==> src/rtl/alu_operand_sequencer_pkg.sv <==
// Shared definitions for the ALU operand sequencer.
//   DATA_W  - operand / result / switch width
//   SEL_W   - ALU opcode width
//   state_t - sequencer state encoding. The encoding is visible on the
//             stage output, so these values must not change.
package alu_operand_sequencer_pkg;

  localparam int DATA_W = 8;
  localparam int SEL_W  = 4;

  typedef enum logic [1:0] {
    S_A   = 2'd0,
    S_B   = 2'd1,
    S_OP  = 2'd2,
    S_RES = 2'd3
  } state_t;

endpackage

==> src/rtl/btn_debounce.sv <==
// Push-button conditioner: 2-flop synchronizer, debouncer and rising-edge
// pulse generator.
//   clk     - system clock
//   rst     - synchronous active-high reset (clears all state)
//   btn_raw - raw, asynchronous, bouncing button input
//   level   - debounced button level
//   pulse   - one-cycle pulse on each debounced rising edge
module btn_debounce #(
  parameter int DEBOUNCE_CYCLES = 500000
) (
  input  logic clk,
  input  logic rst,
  input  logic btn_raw,
  output logic level,
  output logic pulse
);

  localparam int CNT_W = $clog2(DEBOUNCE_CYCLES + 1);
  localparam logic [CNT_W-1:0] CNT_LAST = CNT_W'(DEBOUNCE_CYCLES - 1);

  logic             sync1_reg;
  logic             sync2_reg;
  logic             level_reg;
  logic             pulse_reg;
  logic [CNT_W-1:0] count_reg;

  // The counter tracks how many consecutive cycles the synchronized input
  // has disagreed with the accepted level. Any agreement restarts it.
  // The level flips on the DEBOUNCE_CYCLES-th disagreeing cycle, and the
  // pulse is raised on the same edge when the new level is high.
  always_ff @(posedge clk) begin
    if (rst) begin
      sync1_reg <= 1'b0;
      sync2_reg <= 1'b0;
      level_reg <= 1'b0;
      pulse_reg <= 1'b0;
      count_reg <= '0;
    end else begin
      sync1_reg <= btn_raw;
      sync2_reg <= sync1_reg;
      pulse_reg <= 1'b0;
      if (sync2_reg != level_reg) begin
        if (count_reg == CNT_LAST) begin
          level_reg <= sync2_reg;
          pulse_reg <= sync2_reg;
          count_reg <= '0;
        end else begin
          count_reg <= count_reg + 1'b1;
        end
      end else begin
        count_reg <= '0;
      end
    end
  end

  assign level = level_reg;
  assign pulse = pulse_reg;

endmodule

==> src/rtl/alu_operand_sequencer.sv <==
// Collects two operands and an opcode from the board switches, one per
// "enter" press, presents them to an external ALU, and captures the ALU
// result for display. "clear" abandons the sequence and zeroes everything.
//   clk          - system clock
//   rst          - synchronous active-high reset
//   sw           - switch value (operand or opcode source, live LED preview)
//   btn_enter    - raw enter button
//   btn_clear    - raw clear button
//   A, B         - registered operands to the ALU
//   ALU_Sel      - registered opcode to the ALU
//   alu_out      - ALU result (combinational, from the ALU)
//   alu_carry    - ALU carry-out (combinational, from the ALU)
//   led          - captured result while valid, otherwise sw
//   led_carry    - captured carry bit
//   stage        - current state code
//   result_valid - high while a captured result is held
module alu_operand_sequencer
  import alu_operand_sequencer_pkg::*;
#(
  parameter int DEBOUNCE_CYCLES = 500000
) (
  input  logic              clk,
  input  logic              rst,
  input  logic [DATA_W-1:0] sw,
  input  logic              btn_enter,
  input  logic              btn_clear,
  output logic [DATA_W-1:0] A,
  output logic [DATA_W-1:0] B,
  output logic [SEL_W-1:0]  ALU_Sel,
  input  logic [DATA_W-1:0] alu_out,
  input  logic              alu_carry,
  output logic [DATA_W-1:0] led,
  output logic              led_carry,
  output logic [1:0]        stage,
  output logic              result_valid
);

  // Index 0 = enter, index 1 = clear.
  logic [1:0] btn_raw_vec;
  logic [1:0] btn_level_unused;
  logic [1:0] btn_pulse_vec;

  assign btn_raw_vec = {btn_clear, btn_enter};

  genvar gi;
  generate
    for (gi = 0; gi < 2; gi++) begin : g_btn
      btn_debounce #(
        .DEBOUNCE_CYCLES(DEBOUNCE_CYCLES)
      ) u_btn (
        .clk    (clk),
        .rst    (rst),
        .btn_raw(btn_raw_vec[gi]),
        .level  (btn_level_unused[gi]),
        .pulse  (btn_pulse_vec[gi])
      );
    end
  endgenerate

  logic enter_p;
  logic clear_p;
  assign enter_p = btn_pulse_vec[0];
  assign clear_p = btn_pulse_vec[1];

  state_t            state_reg;
  logic [DATA_W-1:0] a_reg;
  logic [DATA_W-1:0] b_reg;
  logic [SEL_W-1:0]  sel_reg;
  logic [DATA_W-1:0] res_reg;
  logic              carry_reg;
  logic              valid_reg;

  always_ff @(posedge clk) begin
    if (rst) begin
      state_reg <= S_A;
      a_reg     <= '0;
      b_reg     <= '0;
      sel_reg   <= '0;
      res_reg   <= '0;
      carry_reg <= 1'b0;
      valid_reg <= 1'b0;
    end else if (clear_p) begin
      // clear takes priority over a coincident enter
      state_reg <= S_A;
      a_reg     <= '0;
      b_reg     <= '0;
      sel_reg   <= '0;
      res_reg   <= '0;
      carry_reg <= 1'b0;
      valid_reg <= 1'b0;
    end else begin
      case (state_reg)
        S_A: begin
          if (enter_p) begin
            a_reg     <= sw;
            state_reg <= S_B;
          end
        end
        S_B: begin
          if (enter_p) begin
            b_reg     <= sw;
            state_reg <= S_OP;
          end
        end
        S_OP: begin
          if (enter_p) begin
            sel_reg   <= sw[SEL_W-1:0];
            state_reg <= S_RES;
          end
        end
        S_RES: begin
          // First cycle here: the ALU has seen the new opcode for a full
          // cycle, so capture. An enter on this cycle is dropped.
          if (!valid_reg) begin
            res_reg   <= alu_out;
            carry_reg <= alu_carry;
            valid_reg <= 1'b1;
          end else if (enter_p) begin
            valid_reg <= 1'b0;
            state_reg <= S_A;
          end
        end
        default: state_reg <= S_A;
      endcase
    end
  end

  assign A            = a_reg;
  assign B            = b_reg;
  assign ALU_Sel      = sel_reg;
  assign led_carry    = carry_reg;
  assign result_valid = valid_reg;
  assign stage        = state_reg;
  assign led          = valid_reg ? res_reg : sw;

endmodule

==> config.mk <==
export PLATFORM = sky130hd
export DESIGN_NAME = alu_operand_sequencer
export DESIGN_NICKNAME = d
export VERILOG_FILES = /design/src/rtl/alu_operand_sequencer_pkg.sv /design/src/rtl/btn_debounce.sv /design/src/rtl/alu_operand_sequencer.sv
export SDC_FILE = /design/constraint.sdc
export NUM_CORES = 1
export LEC_CHECK = 0
export CORE_ASPECT_RATIO = 0.7
export CORE_MARGIN = 2
export CORE_UTILIZATION = 25
export DETAILED_ROUTE_END_ITERATION = 7
export HOLD_SLACK_MARGIN = 0.03
export SKIP_LAST_GASP = 1
export SLEW_MARGIN = 25
export SYNTH_ARGS = -nofsm -noshare
export SYNTH_HDL_FRONTEND = slang
export SYNTH_HIERARCHICAL = 1
export SYNTH_SLANG_ARGS = --single-unit
==> constraint.sdc <==
create_clock -name clk -period 4.15 [get_ports clk]
set_clock_uncertainty 0.2 [all_clocks]
set_input_delay 0.415 -clock clk [delete_from_list [all_inputs] [get_ports clk]]
set_output_delay 0.415 -clock clk [all_outputs]
set_load 0.005 [all_outputs]
* After elaboration in Yosys (flattened, before gate mapping)
Index checks and enable logic that the tools add are counted.
** Operators by class
- Equal/unequal tests :: 12
- Bitwise gates (word level) :: 5
- Muxes and demuxes :: 9
- Reduce and logical (&&, ||, !) cells :: 13
- Add/subtract/negate cells :: 2
** Operators by type and width (number)
- adder 19 x 1 -> 19 bit (second input constant) :: 2
- equality test 19 bit (second input constant) :: 2
- AND reduction 2 bit :: 6
- OR reduction 3 bit :: 4
- 2-to-1 mux 2 bit :: 5
- 2-to-1 mux 8 bit :: 1
- inequality test 2 x 1 -> 1 bit (second input constant) :: 4
- one-hot mux 2 bit (4 select lines) :: 1
- inverter 1 bit :: 5
- AND reduction 5 bit :: 1
- equality test 2 bit (second input constant) :: 2
- equality test 2 x 1 -> 1 bit (second input constant) :: 1
- zero test 2 bit :: 1
- 2-to-1 mux 1 bit :: 2
- inequality test 1 bit :: 2
- inequality test 2 bit (second input constant) :: 1
- OR reduction 2 bit :: 1
** Storage, ports and cells
- Register bits after elaboration :: 78
- Bits of input ports :: 21
- Output and inout port bits :: 32

* Longest topological paths before layout
- Depth after elaboration :: 3
- Gate-level depth with buffers :: 6
- Mapped depth without buffers :: 5

* Hierarchy
Netlist, hierarchy kept.
** By module, submodules not included
- alu_operand_sequencer :: area an instance 1343.8 µm², times used 1, cells an instance 165, seq. area each 640.6 µm²
- btn_debounce (g_btn[1].u_btn) :: area an instance 1131.1 µm², times used 1, cells an instance 120, seq. area each 460.4 µm²
- btn_debounce (g_btn[0].u_btn) :: area an instance 1076.0 µm², times used 1, cells an instance 112, seq. area each 460.4 µm²

* Worst setup path before layout
Ideal clock, no wire load.
- Path kind :: reg2reg
- From :: register g_btn[1].u_btn.count_reg[0]
- To :: register g_btn[1].u_btn.count_reg[10]
- Data required time :: 3835 ps
- Stages on the path, launching flop included :: 7
- Setup time :: 115 ps
- Arrival time :: 1479 ps
- Buffers on the path :: 1
- Slack :: 2357 ps
- Period minus slack after synthesis :: 1793 ps
- Cells stage by stage :: dfxtp_1 -> ha_1 -> and4_1 -> nand3_2 -> o31ai_4 -> buf_6 -> nor2_1
** On the way
- Longest elaborated chain between the ends :: 2
- Elaborated cells on any way between the ends :: 3
** Ends and longest elaborated chain
- from (decl) :: RTL line btn_debounce.sv:25 : logic [CNT_W-1:0] count_reg;
- from (signal assigned) :: RTL line btn_debounce.sv:48 : count_reg <= count_reg + 1'b1;
- parallel branches: the longest is 2 deep, another holds adder 19 x 1 -> 19 bit
Parallel ways; which one is timed is not known.
A chain may end at the register's enable or synchronous reset.

* Final worst setup path
- From :: register valid_reg (netlist: result_valid)
- To :: output port led[2]
** On the way
- Longest elaborated chain between the ends :: 1
** Ends and longest elaborated chain
- from (decl) :: RTL line alu_operand_sequencer.sv:71 : logic valid_reg;
- from (signal assigned) :: RTL line alu_operand_sequencer.sv:81 : valid_reg <= 1'b0;
- from (signal assigned) :: RTL line alu_operand_sequencer.sv:90 : valid_reg <= 1'b0;
- from (signal assigned) :: RTL line alu_operand_sequencer.sv:117 : valid_reg <= 1'b1;
- 2-to-1 mux 8 bit :: RTL line alu_operand_sequencer.sv:134 : assign led = valid_reg ? res_reg : sw;
- to (decl) :: RTL line alu_operand_sequencer.sv:32 : output logic [DATA_W-1:0] led,
Every way passes these cells.

==> impl_metrics.toml <==
[floorplanning]
rows = 36
core_area_um2 = 13900
start_util_pct = 25.5
dieArea_um2 = 15200
chipHeight_um = 104
io_pins = 53
die_w_um = 146

[clock_network]
postCtsResizedCells = 0
cts_sinks = 78
htree_levels = 3
numCtsBuffers = 9
cts_tree = "built"
ctsHoldBuffers = 0
cts_setup_buffers = 0
root_buffer = "clkbuf_16"
clockBufferDepth = 2
insertion_delay_ns = 0.33
clk_pin_slew_ns = 0.06

[synthesis]
ys_types = 49
synth_compound_area_share_pct = 6.45
synth_edf_count = 0
ys_seq_area_share_pct = 44.0
syn_avg_cell_area_um2 = 8.94
synth_simple_gate_area_share_pct = 32.5
yosys_warnings = 6
synth_mux_area_share_pct = 4.30
async_flop_share_pct = 0
synthCells = 397
synth_area_um2 = 3550
synth_top_family_by_area = "simple AND/OR/NAND/NOR gates"
synth_nets = 424
synthFlopType = "dfxtp_1"
synthXorXnorAreaFrac_pct = 7.65
synthAdderAreaFrac_pct = 2.11
ys_ff_latch = 78

[grt]
globalRoute.totalOverflow = 0
grt_max_degree = 33
grt_usage_pct = 11.2
antenna_found_initial = 0
grt_pass1_wl_um = 13600
grt_pass1_vias = 2730

[setup_path]
cp_slowest_cell = "dfxtp_1"
cp_data_arrival_time_ns = 1.83
endpoint_kind = "primary output"
cp_cell_sequence = "mux2_2 -> clkdlybuf4s50_1"
ff2ff_path_depth = 5
r2r-start = "g_btn[1].u_btn/count_reg[0]"
crit_path_start_kind = "flop"
crit_type = "flop to primary output"
crit_path_max_incr_delay_ns = 0.65
cp_data_required_time_ns = 3.53
worstPathMaxFanout = 14
reg2reg_slack_ns = 2.04
r2r-end = "g_btn[1].u_btn/count_reg[15]"

[cells_and_area]
final_net_count = 471
synthToLayoutAreaGrowth_pct = 28.5
fillerInstances = 1391
regArea_um2 = 1560
n_antenna_cell = 0
utilization_pct = 32.8
multi_input_area_um2 = 1880
drive_above_1_share_pct = 10.7
largest_reg_flops = 38

[timing]
finalSetupTns_ns = 0
worstMarginPinSlew_ns = 0.828
fmax_mhz = 408
slew_violations = 0
hold_viol_final = 0
rsz0062_at_grt = "no"
finalSetupViolCount = 0
finalCriticalPeriod_ns = 2.45
relSlewSlack_pct = 44.7
fin_crit_sh_pct = 59.0
hold_ws_ns = 0.244

[min_path]
holdPathStages = 1
hp-start = "g_btn[0].u_btn/sync1_reg"
holdPathEnd = "g_btn[0].u_btn/sync2_reg"
hp-class = "flop to flop"

[detailed_routing]
drc_errors = 0
wl_per_cell_um = 12.9
dr_total_vias = 2828
vias_per_cell = 4.43
drt_first_pass_iters = 4
drt-total-wl_um = 8230
drt-initial-drc-count = 146
antenna_left = 0

[placed_design]
routabilityCongestion = 0.819
portBuffers = 52
dp_hpwl_um = 5920

[power]
p_seq_share_pct = 44.5
power.share.clock_pct = 52.4
power.density_nw_per_um2 = 370
vdd_ir_drop_max_uv = 233
swShare_pct = 19.2
power_switching_uw = 325
p_int_mw = 1.36
pwr-share-comb_pct = 3.1
leakagePower_nw = 1.47

[job]
drv_cap = 0

[outcome]
status = "complete, no violations"
[cells in the mapped netlist (2+ instances only)]
library cell / number / area [um2]
dfxtp_1: 78 / 1560
nand2_1: 58 / 218
nor2_1: 44 / 165
nand3_1: 36 / 180
a21oi_1: 33 / 165
xnor2_1: 24 / 210
buf_2: 9 / 45.0
mux2_2: 9 / 101
nor3_1: 8 / 40.0
inv_1: 7 / 26.3
nor4_1: 7 / 43.8
xor2_1: 7 / 61.3
ha_1: 6 / 75.1
nand4_1: 6 / 37.5
nor2b_1: 6 / 37.5
clkbuf_1: 4 / 15.0
mux2i_1: 4 / 40.0
nand2b_1: 4 / 25.0
nor4_4: 4 / 85.1
and3_1: 3 / 18.8
nand3_2: 3 / 30.0
nand4_2: 3 / 37.5
nor4b_1: 3 / 26.3
and3_2: 2 / 15.0
nand4_4: 2 / 42.5
nand4b_1: 2 / 17.5
nor4_2: 2 / 25.0
o21ai_0: 2 / 10.0
[layer usage]
layer,wire [um],vias to the layer above,GRT usage [%]
li1,-,1469,-
met1,4270,1285,15.0
met2,3410,68,16.7
met3,455,6,3.96
met4,100,0,3.68
met5,0,-,0
[metrics by stage]
step	std cells	instance area [um2]	power, mW	worst slack [ns]
CTS	639	4560	1.71	1.68
detailed placement	623	4230	0.821	1.71
floorplan	397	3550	0.786	2.36
global route	639	4560	1.74	1.62
global placement	623	4230	0.820	1.76
finish	639	4560	1.69	1.70
[cells by family (layout without fill, tap and decap cells)]
kind of cell    after synthesis  after routing
flops                        78             78
simple gates                205            205
fa+ha+maj                     6              6
compound gates               40             40
mux                          14             14
xor+xnor                     31             31
buf+inv                      23             75
[layout by cell type, fill, tap and decap left out, types with 4 or more instances in the layout]
cell,instances
xor2_1,7
nor2_1,44
clkdlybuf4s50_1,52
dfxtp_1,78
nor4_1,7
mux2i_1,4
inv_1,7
ha_1,6
nor4_4,4
nor2b_1,6
nor3_1,8
nand2b_1,4
xnor2_1,24
nand4_1,6
nand3_1,36
nand2_1,58
clkbuf_16,9
mux2_2,9
a21oi_1,33
[worst max-delay path: cells and delay by family (launching register included)]
family                 cells  cell delay, ns
buffers and inverters      1            0.45
muxes                      1            0.40
DFF                        1            0.65
[power groups by stage]
stage	Combinational [mW]	Clock [mW]	Sequential, mW
floorplan	0.0168	0	0.769
global placement	0.0505	0	0.769
detailed placement	0.0516	0	0.769
CTS	0.0520	0.907	0.753
global route	0.0554	0.933	0.753
finish	0.0515	0.886	0.753
[how the worst max path moves through the flow]
stage / startpoint / to
final: result_valid / led[2]
after global routing: result_valid / led[2]
after CTS: result_valid / led[2]
after detailed placement: rst / stage[0]
after global placement: rst / stage[0]
after floorplan: g_btn[1].u_btn/count_reg[0] / g_btn[1].u_btn/count_reg[10]
[final cells by class]
class / instances / area share, %
clock inverters: 7 / 2.47
repair buffers: 52 / 11.4
clock buffers: 9 / 4.93
multi-input cells: 296 / 41.2
well taps: 190 / 5.21
flip-flops and latches: 78 / 34.2
inverters: 7 / 0.576
(Power assumes the default switching activity.)
